### src/rtl/lock_pkg.sv
// Shared types and width helpers for the passcode checker.
package lock_pkg;

  localparam logic [1:0] S_PROG     = 2'd0;
  localparam logic [1:0] S_READY    = 2'd1;
  localparam logic [1:0] S_UNLOCKED = 2'd2;
  localparam logic [1:0] S_LOCKOUT  = 2'd3;

  typedef enum logic [1:0] {
    PROG     = S_PROG,
    READY    = S_READY,
    UNLOCKED = S_UNLOCKED,
    LOCKOUT  = S_LOCKOUT
  } state_t;

  // Bits needed to hold a count in 0..n.
  function automatic int cnt_w(input int n);
    return (n < 1) ? 1 : $clog2(n + 1);
  endfunction

  // Bits needed for a down-counter that starts at cycles-1.
  function automatic int timer_w(input int cycles);
    return (cycles > 1) ? $clog2(cycles) : 1;
  endfunction

endpackage

### src/rtl/lockout_timer.sv
// Load / count-down / terminal-count timer that sets the lockout duration.
module lockout_timer
  import lock_pkg::*;
#(
  parameter int LOCKOUT_CYCLES = 50_000_000
) (
  input  logic clk,
  input  logic rst_n,
  input  logic load,
  input  logic en,
  output logic done
);

  localparam int CW = timer_w(LOCKOUT_CYCLES);

  logic [CW-1:0] count;

  // Load LOCKOUT_CYCLES-1 on entry so done is seen after exactly LOCKOUT_CYCLES cycles.
  always_ff @(posedge clk or negedge rst_n) begin
    if (!rst_n) begin
      count <= '0;
    end else if (load) begin
      count <= CW'(LOCKOUT_CYCLES - 1);
    end else if (en && (count != '0)) begin
      count <= count - CW'(1);
    end
  end

  assign done = (count == '0);

endmodule

### config.mk
export PLATFORM = sky130hd
export DESIGN_NAME = lockout_timer
export DESIGN_NICKNAME = d
export VERILOG_FILES = /design/src/rtl/lock_pkg.sv /design/src/rtl/lockout_timer.sv
export SDC_FILE = /design/constraint.sdc
export NUM_CORES = 1
export LEC_CHECK = 0
export ABC_AREA = 1
export ABC_CLOCK_PERIOD_IN_PS = 2280
export BUFFER_PORTS_ARGS = -buffer_cell sky130_fd_sc_hd__buf_2
export CORE_ASPECT_RATIO = 1.4
export CORE_MARGIN = 2
export CORE_UTILIZATION = 50
export CTS_CLUSTER_SIZE = 24
export DETAILED_ROUTE_END_ITERATION = 8
export PLACE_DENSITY = 0.66
export REMOVE_ABC_BUFFERS = 1
export SYNTH_ARGS = -nofsm -noshare
export SYNTH_HDL_FRONTEND = slang
export SYNTH_SLANG_ARGS = --single-unit
### constraint.sdc
create_clock -name clk -period 2.28 [get_ports clk]
set_clock_uncertainty 0.1 [all_clocks]
set_input_delay 0.57 -clock clk [delete_from_list [all_inputs] [get_ports clk]]
set_output_delay 0.57 -clock clk [all_outputs]
set_load 0.03 [all_outputs]
=== After elaboration in Yosys (flattened, before gate mapping) ===
Cells that the tools add are included.

* Bits in registers: 26
* Input port bits: 4
* Output and inout port bits: 1
* Word-level logic and storage cells: 8

* Add/subtract/negate cells: 1
* Muxes and demuxes: 2
* Reduce and logical (&&, ||, !) cells: 4

{| class="wikitable"
|+ Operators with widths
! operator !! count
|-
| 2-to-1 mux 26 bit || 2
|-
| logical NOT 26 bit || 1
|-
| nonzero test 26 bit || 1
|-
| subtractor 26 x 1 -> 26 bit (second input constant) || 1
|-
| nonzero test 2 bit || 1
|-
| logical AND 1 bit || 1
|}

=== Depth between registers and ports, before layout ===
* Word-level depth: 4
* Mapped depth: 11
* Gate-level depth less buffers: 10

=== Worst setup path before layout ===
No wires, ideal clock.

* Path type: register to output
* Start: register count[0]
* End: output done
* Arrival time: 1985 ps
* Required time: 1610 ps
* Setup slack: -375 ps
* Stages on the path, launching flop included: 7
* Buffers on the path: 0
* Path through: dfrtp_1 inv_1 ha_1 nand2_2 nor2_4 nand4_1 nor4_1

* Cells in the longest elaborated chain, start to end: 1

{| class="wikitable"
|+ RTL lines
! item !! line !! RTL
|-
| from (decl) || lockout_timer.sv:16 || <nowiki>logic [CW-1:0] count;</nowiki>
|-
| from (signal assigned) || lockout_timer.sv:23 || <nowiki>count <= CW'(LOCKOUT_CYCLES - 1);</nowiki>
|-
| from (signal assigned) || lockout_timer.sv:25 || <nowiki>count <= count - CW'(1);</nowiki>
|-
| logical NOT 26 bit || lockout_timer.sv:29 || <nowiki>assign done = (count == '0);</nowiki>
|-
| to (decl) || lockout_timer.sv:11 || <nowiki>output logic done</nowiki>
|}

Every way passes these cells.

=== Worst setup path after layout ===
Same ends and word-level chain as after synthesis.

==> impl_metrics.toml <==
[die]
ioPinCount = 5
fp.dieW_um = 54.9
die-height_um = 75.3
die_area_um2 = 4130
core.rowCount = 25
starting_density_pct = 52.7
core_area_um2 = 3440

[synth]
seq_total_area_yosys_pct = 35.9
primary_flip_flop_cell_chosen_by_synthesis_mapping = "dfrtp_1"
yosysWarningCount = 0
avgSynthCellArea_um2 = 6.53
synth_commonest_cells = "nand2_1 (114), nor2_1 (41), nand3_1 (32), dfrtp_1 (26), inv_1 (16)"
yosys.cell_types.count = 21
mappedNetlistArea_um2 = 1810
post_synthesis_sequential_element_count = 26
synth.area.top_cells = "dfrtp_1 (36%), nand2_1 (24%), nand3_1 (8.8%)"
async_reset_ff_share_pct = 100
synthMostInstantiatedCell = "nand2_1"
synth.largest_area_cell = "dfrtp_1"
share_of_yosys_cell_area_claimed_by_the_top_area_cell_type_pct = 35.9
number_of_enable_flip_flop_cells_after_synthesis = 0
post_synth_inst_count = 278

[power]
seq_power_share_pct = 53.3
net-switching-power_mw = 0.300
p_comb_share_pct = 16.9
pwr-share-clk_pct = 29.8
cell_internal_pwr_mw = 0.710
ir_worst_vdd_v = 0.000301
static-leakage-power_nw = 1.05
cellPowerDensity_nw_per_um2 = 504
switching_share_pct = 29.7

[flow_run]
max_cap_viol_count = 0

[clock_network]
clockRootBuffer = "clkbuf_8"
clk_pin_slew_worst_paths_ns = 0.09
clock-sinks = 26
clk_latency_ns = 0.27
cts_hold_repair.buffers = 0
cts_tree = "yes"
ctsHtreeMaxLevel = 1
numCtsBuffers = 3
ctsLongestPathBuffers = 2

[timing]
tightest_slew_ns = 0.600
finalCriticalPeriod_ns = 2.23
timing.fmax_ghz = 0.449
hold_viol = 0
min_period_over_period_pct = 97.7
grt_setup_unrepaired = "true"
maxSlewHeadroom_pct = 60.0
number_of_slew_limit_violations_in_the_final_report = 0
report.final.setup_viol = 0
timing.final.ws_setup_ns = 0.0534
fin_worst_hold_slack_ns = 0.196

[grt]
grt.total_usage_pct = 24.1
first_pass_grt_wire_length_mm = 7.28
grt_pass1_vias = 1607
grt_max_degree = 27
grt_antenna_before_repair = 0
gr-total-overflow = 0

[placement]
pre_cts_ws_ns = 0.234
dp.cells = 321
io_buffers = 4
place.gp.congestion = 0.875
place.detailed.hpwl_mm = 3.21

[finish]
fin_nets = 295
biggestRegsByFlops = "count: 26 flops"
non_filler_cells_in_the_finished_layout = 329
final_layout_size_suffix_gt1_share_pct = 14.2
antenna_cells = 0
fillers = 360
syn_to_final_growth_pct = 10.4
registers.top_by_ff_count = "count"
largest_reg_flops = 26

[outcome]
run_status = "complete, no violations"

[routing]
drcViolationCount = 0
wire_per_inst_um = 13.2
antenna_left = 0
post_drt_via_cell_ratio = 5.37
detail_route.first_pass.iterations = 4
drt-initial-drc-count = 44
num_vias = 1768
drt-total-wl_mm = 4.34

[setup_path]
worst_setup_path_start_kind = "register"
critical_path_class = "register to output pin"
setup.reg_to_reg.worst_slack_ns = 0.35
required_ns = 1.61
critPathMaxFanout = 4
cp.arrival_ns = 1.56
setup.worst_path.end_class = "output pin"

[hold_path]
hold_path.class = "input port to async pin"
==> repair_timing <==
action                     4_1_cts  5_1_grt
buffers inserted                 0        4
resized for setup                4        7
setup endpoints to repair        1        1
pin swaps                        0        6
==> cell usage in the layout, fill, tap and decap left out, types with 6 or more instances in the layout <==
cell	count
buf_4	9
nor2_1	39
dfrtp_1	26
or2_2	6
nand4_1	14
inv_1	14
nand3_1	32
nand2_1	113
==> worst paths after layout <==
kind	startpoint	endpoint	cells after the start
max	count[0]	done	7
min	rst_n	count[8]	1
max reg2reg	count[14]	count[23]	8
min reg2reg	count[1]	count[1]	2
max in group asynchronous	rst_n	count[15]	1
min in group clk	count[1]	count[1]	2
==> layer usage <==
layer	part of all wire, %	vias up	GRT usage [%]	wire length [µm]
li1	-	909	-	-
met1	46	815	31.2	2010
met2	48	32	40.5	2080
met3	2.4	12	1.98	106
met4	3.4	0	10.0	147
met5	0	-	0	0
==> cells by family after synthesis <==
| kind of cell | Yosys count | synth area share, % |
|---|---|---|
| AOI/OAI and AO/OA | 4 | 1.72 |
| DFF | 26 | 35.9 |
| adders and majority gates | 1 | 0.690 |
| xor gates and xnor gates | 3 | 1.45 |
| and+or+nand+nor | 222 | 54.8 |
| buffers and inverters | 22 | 5.45 |
==> cell type report <==
cell class	instances	area, µm²	area share (%)
multi-input combinational	230	1100	55.0
inverter	17	63.8	3.19
timing repair buffer	12	82.6	4.12
tap	40	50.0	2.50
clock buffer	4	55.1	2.75
sequential	26	651	32.5
==> power by group through the flow <==
stage	combinational, mW	clock [mW]	sequential [mW]
floorplan	0.115	0	0.531
CTS	0.158	0.311	0.537
detailed placement	0.157	0	0.546
finish	0.171	0.301	0.539
global placement	0.155	0	0.544
global route	0.199	0.321	0.544
==> critical path, stage by stage (launching register included) <==
cell	delay (ns)
dfrtp_1	0.39
inv_2	0.10
ha_4	0.15
nand2_4	0.06
nor2_4	0.08
nand4_1	0.09
nor4_2	0.23
buf_4	0.20
==> stage by stage <==
stage / total power, mW / util (%) / TNS, ns / instance area (µm²)
floorplan: 0.647 / - / -0.375 / 1780
global placement: 0.700 / 54.6 / 0 / 1880
detailed placement: 0.703 / 54.6 / 0 / 1880
CTS: 1.01 / 56.5 / 0 / 1950
global route: 1.06 / 58.2 / -0.0513 / 2000
finish: 1.01 / 58.2 / 0 / 2000
(Power assumes the default switching activity.)
